==> src/rtl/uart_tx.sv <==
// -----------------------------------------------------------------------------
// uart_tx
// 8-N-1 UART transmitter with a small input FIFO. Bytes arrive from on-chip
// logic over a valid/ready handshake, are buffered, and are serialised onto an
// idle-high line: one start bit (low), eight data bits LSB first, one stop bit
// (high). Every bit lasts CLK_PER_BIT+1 clocks. Back-to-back frames follow each
// other with no idle gap when the FIFO holds more data.
//
// Ports:
//   clk    in   1  main clock, all logic on its rising edge
//   rst    in   1  asynchronous active-high reset, aborts any frame in flight
//   data   in   8  byte to transmit
//   send   in   1  data is valid this cycle; accepted when send && ready
//   ready  out  1  FIFO can accept a byte this cycle (not full)
//   out    out  1  registered serial line, idles high
//   busy   out  1  a frame is in progress
//   done   out  1  one-cycle pulse after the final stop-bit tick
// -----------------------------------------------------------------------------
module uart_tx #(
   parameter int CLK_HZ       = 50_000_000,
   parameter int BAUDRATE     = 9_600,
   parameter int CLK_PER_BIT  = (CLK_HZ / BAUDRATE) - 1,
   parameter int COUNTER_SIZE = $clog2(CLK_PER_BIT),
   parameter int FIFO_DEPTH   = 4
) (
   input  logic       clk,
   input  logic       rst,
   input  logic [7:0] data,
   input  logic       send,
   output logic       ready,
   output logic       out,
   output logic       busy,
   output logic       done
);

   localparam int                        PTR_W      = $clog2(FIFO_DEPTH);
   localparam logic [COUNTER_SIZE-1:0]   TICK_COUNT = COUNTER_SIZE'(CLK_PER_BIT);
   localparam logic [PTR_W:0]            FULL_COUNT = (PTR_W+1)'(FIFO_DEPTH);

   typedef enum logic [1:0] {
      IDLE  = 2'd0,
      START = 2'd1,
      DATA  = 2'd2,
      STOP  = 2'd3
   } state_t;

   state_t                  state_q, state_d;
   logic [COUNTER_SIZE-1:0] cnt_q, cnt_d;
   logic [2:0]              bit_idx_q, bit_idx_d;
   logic [7:0]              shift_q, shift_d;
   logic                    out_q, out_d;
   logic                    done_q, done_d;

   logic [7:0]              mem_q [FIFO_DEPTH];
   logic [7:0]              mem_d [FIFO_DEPTH];
   logic [PTR_W-1:0]        wr_ptr_q, wr_ptr_d;
   logic [PTR_W-1:0]        rd_ptr_q, rd_ptr_d;
   logic [PTR_W:0]          count_q, count_d;

   logic                    push;
   logic                    pop;
   logic                    tick;
   logic                    fifo_empty;
   logic [7:0]              head;

   assign ready      = (count_q != FULL_COUNT);
   assign fifo_empty = (count_q == '0);
   assign head       = mem_q[rd_ptr_q];
   assign push       = send && ready;
   assign tick       = (cnt_q == TICK_COUNT);

   assign out  = out_q;
   assign busy = (state_q != IDLE);
   assign done = done_q;

   // FIFO bookkeeping. The FSM only pops when the FIFO is non-empty and the
   // handshake only pushes when it is not full, so the count never wraps.
   // A simultaneous push and pop leaves the count unchanged.
   always_comb begin
      mem_d    = mem_q;
      wr_ptr_d = wr_ptr_q;
      rd_ptr_d = rd_ptr_q;
      count_d  = count_q;
      if (push) begin
         mem_d[wr_ptr_q] = data;
         wr_ptr_d        = wr_ptr_q + PTR_W'(1);
      end
      if (pop) begin
         rd_ptr_d = rd_ptr_q + PTR_W'(1);
      end
      if (push && !pop) begin
         count_d = count_q + (PTR_W+1)'(1);
      end else if (pop && !push) begin
         count_d = count_q - (PTR_W+1)'(1);
      end
   end

   // Frame sequencing. The baud counter free-runs in every non-idle state and
   // wraps on its terminal count; each state only acts on that tick. The line
   // value is computed one bit ahead so that out_q changes exactly on ticks.
   always_comb begin
      state_d   = state_q;
      cnt_d     = cnt_q;
      bit_idx_d = bit_idx_q;
      shift_d   = shift_q;
      out_d     = out_q;
      done_d    = 1'b0;
      pop       = 1'b0;

      if (state_q != IDLE) begin
         cnt_d = tick ? '0 : cnt_q + COUNTER_SIZE'(1);
      end

      case (state_q)
         IDLE: begin
            if (!fifo_empty) begin
               pop       = 1'b1;
               shift_d   = head;
               cnt_d     = '0;
               bit_idx_d = '0;
               out_d     = 1'b0;
               state_d   = START;
            end else begin
               out_d = 1'b1;
            end
         end
         START: begin
            if (tick) begin
               out_d   = shift_q[0];
               state_d = DATA;
            end
         end
         DATA: begin
            if (tick) begin
               shift_d   = {1'b0, shift_q[7:1]};
               bit_idx_d = bit_idx_q + 3'd1;
               if (bit_idx_q == 3'd7) begin
                  out_d   = 1'b1;
                  state_d = STOP;
               end else begin
                  out_d = shift_q[1];
               end
            end
         end
         STOP: begin
            if (tick) begin
               done_d = 1'b1;
               if (!fifo_empty) begin
                  pop       = 1'b1;
                  shift_d   = head;
                  bit_idx_d = '0;
                  out_d     = 1'b0;
                  state_d   = START;
               end else begin
                  state_d = IDLE;
               end
            end
         end
         default: begin
            cnt_d   = '0;
            out_d   = 1'b1;
            state_d = IDLE;
         end
      endcase
   end

   // All state registers. Reset aborts any frame immediately, returns the
   // line high and discards whatever was queued.
   always_ff @(posedge clk or posedge rst) begin
      if (rst) begin
         state_q   <= IDLE;
         cnt_q     <= '0;
         bit_idx_q <= '0;
         shift_q   <= '0;
         out_q     <= 1'b1;
         done_q    <= 1'b0;
         wr_ptr_q  <= '0;
         rd_ptr_q  <= '0;
         count_q   <= '0;
         for (int i = 0; i < FIFO_DEPTH; i++) begin
            mem_q[i] <= '0;
         end
      end else begin
         state_q   <= state_d;
         cnt_q     <= cnt_d;
         bit_idx_q <= bit_idx_d;
         shift_q   <= shift_d;
         out_q     <= out_d;
         done_q    <= done_d;
         wr_ptr_q  <= wr_ptr_d;
         rd_ptr_q  <= rd_ptr_d;
         count_q   <= count_d;
         mem_q     <= mem_d;
      end
   end

endmodule

==> config.mk <==
export PLATFORM = sky130hd
export DESIGN_NAME = uart_tx
export DESIGN_NICKNAME = d
export VERILOG_FILES = /design/src/rtl/uart_tx.sv
export SDC_FILE = /design/constraint.sdc
export NUM_CORES = 1
export LEC_CHECK = 0
export ABC_AREA = 1
export CORE_ASPECT_RATIO = 0.75
export CORE_MARGIN = 2
export CORE_UTILIZATION = 54
export DETAILED_ROUTE_END_ITERATION = 8
export DONT_BUFFER_PORTS = 1
export PLACE_DENSITY_LB_ADDON = 0.12
export SYNTH_ARGS = -nofsm -noshare
export SYNTH_HDL_FRONTEND = slang
export SYNTH_SLANG_ARGS = --single-unit
==> constraint.sdc <==
create_clock -name clk -period 2.18 [get_ports clk]
set_input_delay 0.327 -clock clk [delete_from_list [all_inputs] [get_ports clk]]
set_output_delay 0.327 -clock clk [all_outputs]
set_load 0.01 [all_outputs]
## Word-level counts from Yosys, hierarchy flattened

Cells that the tools add are included.
Widths: inputs -> output; s select.

| storage, ports and cells | value |
|---|---|
| bits in registers | 67 |
| logic and storage cells | 89 |

| cells by class | value |
|---|---|
| add/sub/neg operators | 6 |
| order comparisons | 3 |
| equal/unequal tests | 12 |
| mux-type cells | 39 |
| bitwise operators | 2 |
| reductions and logical operators | 14 |

Operator list:

| operator | count |
|---|---|
| $mux 13 | 4 |
| $mux 8 | 6 |
| $bwmux 32 | 1 |
| $pmux 8 s3 | 1 |
| $bmux 8 s2 | 1 |
| $demux 8 s2 | 1 |
| $mux 3 | 5 |
| $add 13x1->13 const B | 1 |
| $eq 13x13->1 const B | 1 |
| $ne 2x2->1 const B | 6 |
| $mux 1 | 11 |
| $mux 2 | 5 |
| $pmux 3 s3 | 1 |
| $pmux 2 s4 | 1 |
| $add 3x1->3 const B | 2 |
| $ge 3x3->1 const B | 2 |
| $not 2->3 | 2 |
| $reduce_and 5->1 | 1 |
| $add 2x1->2 const B | 2 |
| $eq 2x2->1 const B | 2 |
| $logic_and 1x1->1 | 4 |
| $pmux 1 s4 | 1 |
| $reduce_and 4->1 | 1 |
| $reduce_bool 2->1 | 2 |
| 11 further kinds | 12 |

## Logic depth before layout (Yosys ltp)

Gate-level depths: netlist of the first run.

| depth | value |
|---|---|
| depth in word-level cells | 7 |
| gate-level depth with buffers | 14 |

## Worst setup path after synthesis of the first run

No wires, ideal clock.

| timing | value |
|---|---|
| path kind | reg-to-reg |
| start point | register cnt_q[0] |
| end point | register count_q[1] |
| library setup time | 125 ps |
| arrival time | 2044 ps |
| setup slack | 12 ps |
| cell stages (with the launch flop) | 13 |
| path buffers | 0 |
| clock period less this slack | 2168 ps |
| cell sequence | dfrtp_1 -> ha_1 -> nand2_2 -> inv_2 -> nand2_2 -> nor2_4 -> nand3_1 -> nand2_1 -> nand3_1 -> ha_1 -> inv_1 -> fa_1 -> mux2_2 |

| between the ends | value |
|---|---|
| word-level cells in the longest chain between the ends | 6 |

RTL lines:

| what | line | RTL |
|---|---|---|
| start, declared | 48 | `logic [COUNTER_SIZE-1:0] cnt_q, cnt_d;` |
| start signal, assigned | 185 | `cnt_q <= cnt_d;` |
| $eq 13x13->1 | 70 | `assign tick = (cnt_q == TICK_COUNT);` |
| $mux 1 | 146 | `if (tick) begin` |
| $pmux 1 s2 | 114 | `case (state_q)` |
| $logic_not 1->1 | 91 | `if (push && !pop) begin` |
| $logic_and 1x1->1 | 91 |  |
| $mux 3 | 91 |  |
| via count_d[1] | 58 | `logic [PTR_W:0] count_q, count_d;` |
| end signal, assigned | 192 | `count_q <= count_d;` |
| end, declared | 58 |  |

The timed path passes the listed nets, and every way through them passes these cells.
A chain may end at the register's enable or synchronous reset.

## Final worst setup path of the first run

Same ends and word-level chain as after synthesis.

==> impl_metrics.json, run 1 <==
{
  "power_mw": 3.63,
  "hold_class": "in -> reg",
  "grt_pass1_wl_mm": 12.2,
  "synth_nets": 446,
  "drtIter0Drc": 173,
  "port_buffers": 0,
  "clkSinkCount": 67,
  "dp_cells": 507,
  "synth_cells": 422,
  "boundaryPins": 15,
  "outcome": "completed",
  "die-area_um2": 6970,
  "crit_start": "cnt_q[0]",
  "setup_viol": 0,
  "num_rows": 25,
  "numCtsBuffers": 9,
  "track_usage": 0.228,
  "synthArstFlopShare": 1.00,
  "synth_edf_count": 0,
  "worst_pin_slew_ns": 0.516,
  "ir_drop_mv": 0.588,
  "wl_mm": 7.30,
  "syn_to_final_growth_pct": 12.8,
  "routed_via_density": 5.41,
  "final_core_util": 0.621,
  "clock_latency_ns": 0.35,
  "yosys_warnings": 0,
  "fin_crit_sh": 0.988,
  "slew_violations": 0,
  "die_y_um": 72.8,
  "start_util": 0.550,
  "grt_start_max_net_pins": 47,
  "critPathRequiredTime_ns": 2.41,
  "worstPathMaxFanout": 2,
  "grt_pass1_vias": 2554,
  "die_x_um": 95.7,
  "cts_tree": "yes",
  "fmax_mhz": 464,
  "postPlaceCellArea_um2": 3570,
  "r2r-start": "cnt_q[0]",
  "route.vias.total": 2850,
  "synth_area_per_cell_um2": 8.07,
  "dr.pass1.iters": 5,
  "nets": 465,
  "cts_max_level": 3,
  "clkTransAtPathRegs_ns": 0.08,
  "drive_above_1_share": 0.130,
  "core_um2": 6190,
  "end_kind": "register",
  "dp_hpwl_mm": 5.07,
  "gp_congestion": 0.836,
  "finClkSkew_ns": 0.0104,
  "yosysSeqAreaShare": 0.492,
  "setup_tns_ns": 0,
  "path_class": "reg -> reg",
  "synth_cell_types": 32,
  "routedWlPerCell_um": 13.8,
  "clk_path_buf_depth": 2,
  "antenna_cells": 0,
  "pwr_density_cell_nw_per_um2": 944,
  "route.detailed.drc": 0,
  "slew_headroom": 0.655,
  "ys.flop_type": "dfrtp_1",
  "final-instance-count-excl-fill": 527,
  "antenna_found_initial": 0,
  "crit_arrival_ns": 2.39,
  "root_buffer": "clkbuf_8",
  "ant_nets": 0,
  "fillers": 562,
  "hp-start": "data[0]",
  "regToRegSetupSlack_ns": 0.03,
  "maxCapViolations": 0,
  "rsz0062_at_grt": "true",
  "final_cell_area_um2": 3840,
  "hold_violations": 0,
  "gr-total-overflow": 0,
  "synth_area_um2": 3410,
  "p_leak_nw": 1.91,
  "start_kind": "register",
  "ys_seq_elements": 67,
  "period_needed_ns": 2.15
}
==> cell usage after synthesis (2+ instances only) <==
| cell | count | area share |
|---|---|---|
| nand4_1 | 4 | 0.0073 |
| a21oi_1 | 5 | 0.0073 |
| xor2_1 | 4 | 0.010 |
| nor2_1 | 17 | 0.019 |
| inv_1 | 36 | 0.040 |
| nand2_1 | 139 | 0.15 |
| inv_2 | 2 | 0.0022 |
| o22ai_1 | 2 | 0.0037 |
| nand2_2 | 3 | 0.0055 |
| clkbuf_1 | 2 | 0.0022 |
| buf_2 | 8 | 0.012 |
| o21ai_2 | 4 | 0.010 |
| nand3_1 | 43 | 0.063 |
| dfrtp_1 | 66 | 0.48 |
| nor3_1 | 3 | 0.0044 |
| o21ai_0 | 55 | 0.081 |
| clkinv_1 | 3 | 0.0033 |
| ha_1 | 12 | 0.044 |
==> through the flow <==
stage	hold slack [ns]	setup WS (ns)
2_1_floorplan	0.442	0.0116
3_3_place_gp	0.287	0.0276
3_5_place_dp	0.285	-0.0833
4_1_cts	0.172	0.0334
5_1_grt	0.181	-0.0800
6_report	0.181	0.0263
==> flip-flops by register name, indices dropped and copies added, names as in the netlist <==
name and flops:
rd_ptr_q 2, state_q 2, shift_q 8, done 1
out 1, cnt_q 13, mem_q 32, count_q 3
wr_ptr_q 2, bit_idx_q 3
==> layout make-up <==
type                            count  area, um^2  share of cell area
Clock inverter                      7        82.6              0.0215
Timing Repair Buffer               19         158              0.0410
Sequential cell                    67        1680               0.437
Clock buffer                        9         124              0.0322
Multi-Input combinational cell    303        1550               0.402
Inverter                           41         154              0.0400
Tap cell                           81         101              0.0264
==> worst paths after layout <==
path / to / cells after the start
setup / recovery: count_q[1] / 12
hold / removal: mem_q[24] / 2
setup reg to reg: count_q[1] / 12
hold reg to reg: shift_q[3] / 2
max in group asynchronous: out / 3
min in group asynchronous: mem_q[30] / 3
==> power by group <==
part | switching (mW) | total [mW] | internal [mW]
Combinational | 0.489 | 0.803 | 0.314
Clock | 0.531 | 1.08 | 0.546
Sequential | 0.182 | 1.75 | 1.56
Total | 1.20 | 3.63 | 2.42
==> routing by layer <==
metal  wire [um]  up-vias  track usage
li1            -     1404            -
met1        3770     1351        0.352
met2        3100       82        0.319
met3         342       13       0.0579
met4          80        0       0.0587
met5           0        -            0
==> cell families after synthesis <==
kind of cell | after synthesis | synth area share
mux | 1 | 0.00330
fa+ha+maj | 13 | 0.0499
compound gates | 70 | 0.113
flops | 67 | 0.492
xor+xnor | 5 | 0.0129
buf+inv | 52 | 0.0624
simple gates | 214 | 0.266
==> worst max-delay path, cell delays in order, from the launching register on <==
cell and delay (ns):
dfrtp_1 0.37, ha_2 0.20, nand2_2 0.06, inv_2 0.07, nand2_2 0.06, nor2_4 0.09
nand3_2 0.09, nand2_2 0.11, nand3_2 0.09, ha_4 0.17, inv_2 0.05, fa_2 0.41
mux2_2 0.26
==> cells in the final DEF (no fill, tap or decap), types with 2 or more instances in the layout <==
| master | count |
|---|---|
| nand3_2 | 2 |
| o22ai_1 | 2 |
| inv_1 | 34 |
| nand3_1 | 41 |
| ha_1 | 10 |
| inv_6 | 3 |
| clkinv_1 | 3 |
| nand2_1 | 138 |
| nor3_1 | 3 |
| nand2_2 | 4 |
| nor2_1 | 17 |
| nand4_1 | 4 |
| xor2_1 | 4 |
| clkbuf_8 | 9 |
| clkinv_4 | 3 |
| buf_4 | 17 |
| o21ai_0 | 55 |
| dfrtp_1 | 66 |
| a21oi_1 | 5 |
| inv_2 | 4 |
| o21ai_2 | 4 |
==> timing repair <==
item                                   in CTS  in global routing
setup buffers                               2                  1
resized for setup                           3                  5
setup endpoints to repair                   2                  2
pin swaps                                   2                  2
endpoints found under the hold margin      66                  0
hold buffers                                1                  0
No activity file was read; power rests on OpenSTA's default activity.
==> inputs of run 2 (changes only) <==
--- a/config.mk
+++ b/config.mk
@@ -6,6 +6,7 @@
 export NUM_CORES = 1
 export LEC_CHECK = 0
 export ABC_AREA = 1
+export CAP_MARGIN = 20
 export CORE_ASPECT_RATIO = 0.75
 export CORE_MARGIN = 2
 export CORE_UTILIZATION = 54
==> results of run 2 <==
The final DEF is identical to that of run 1; final timing and power are the same.
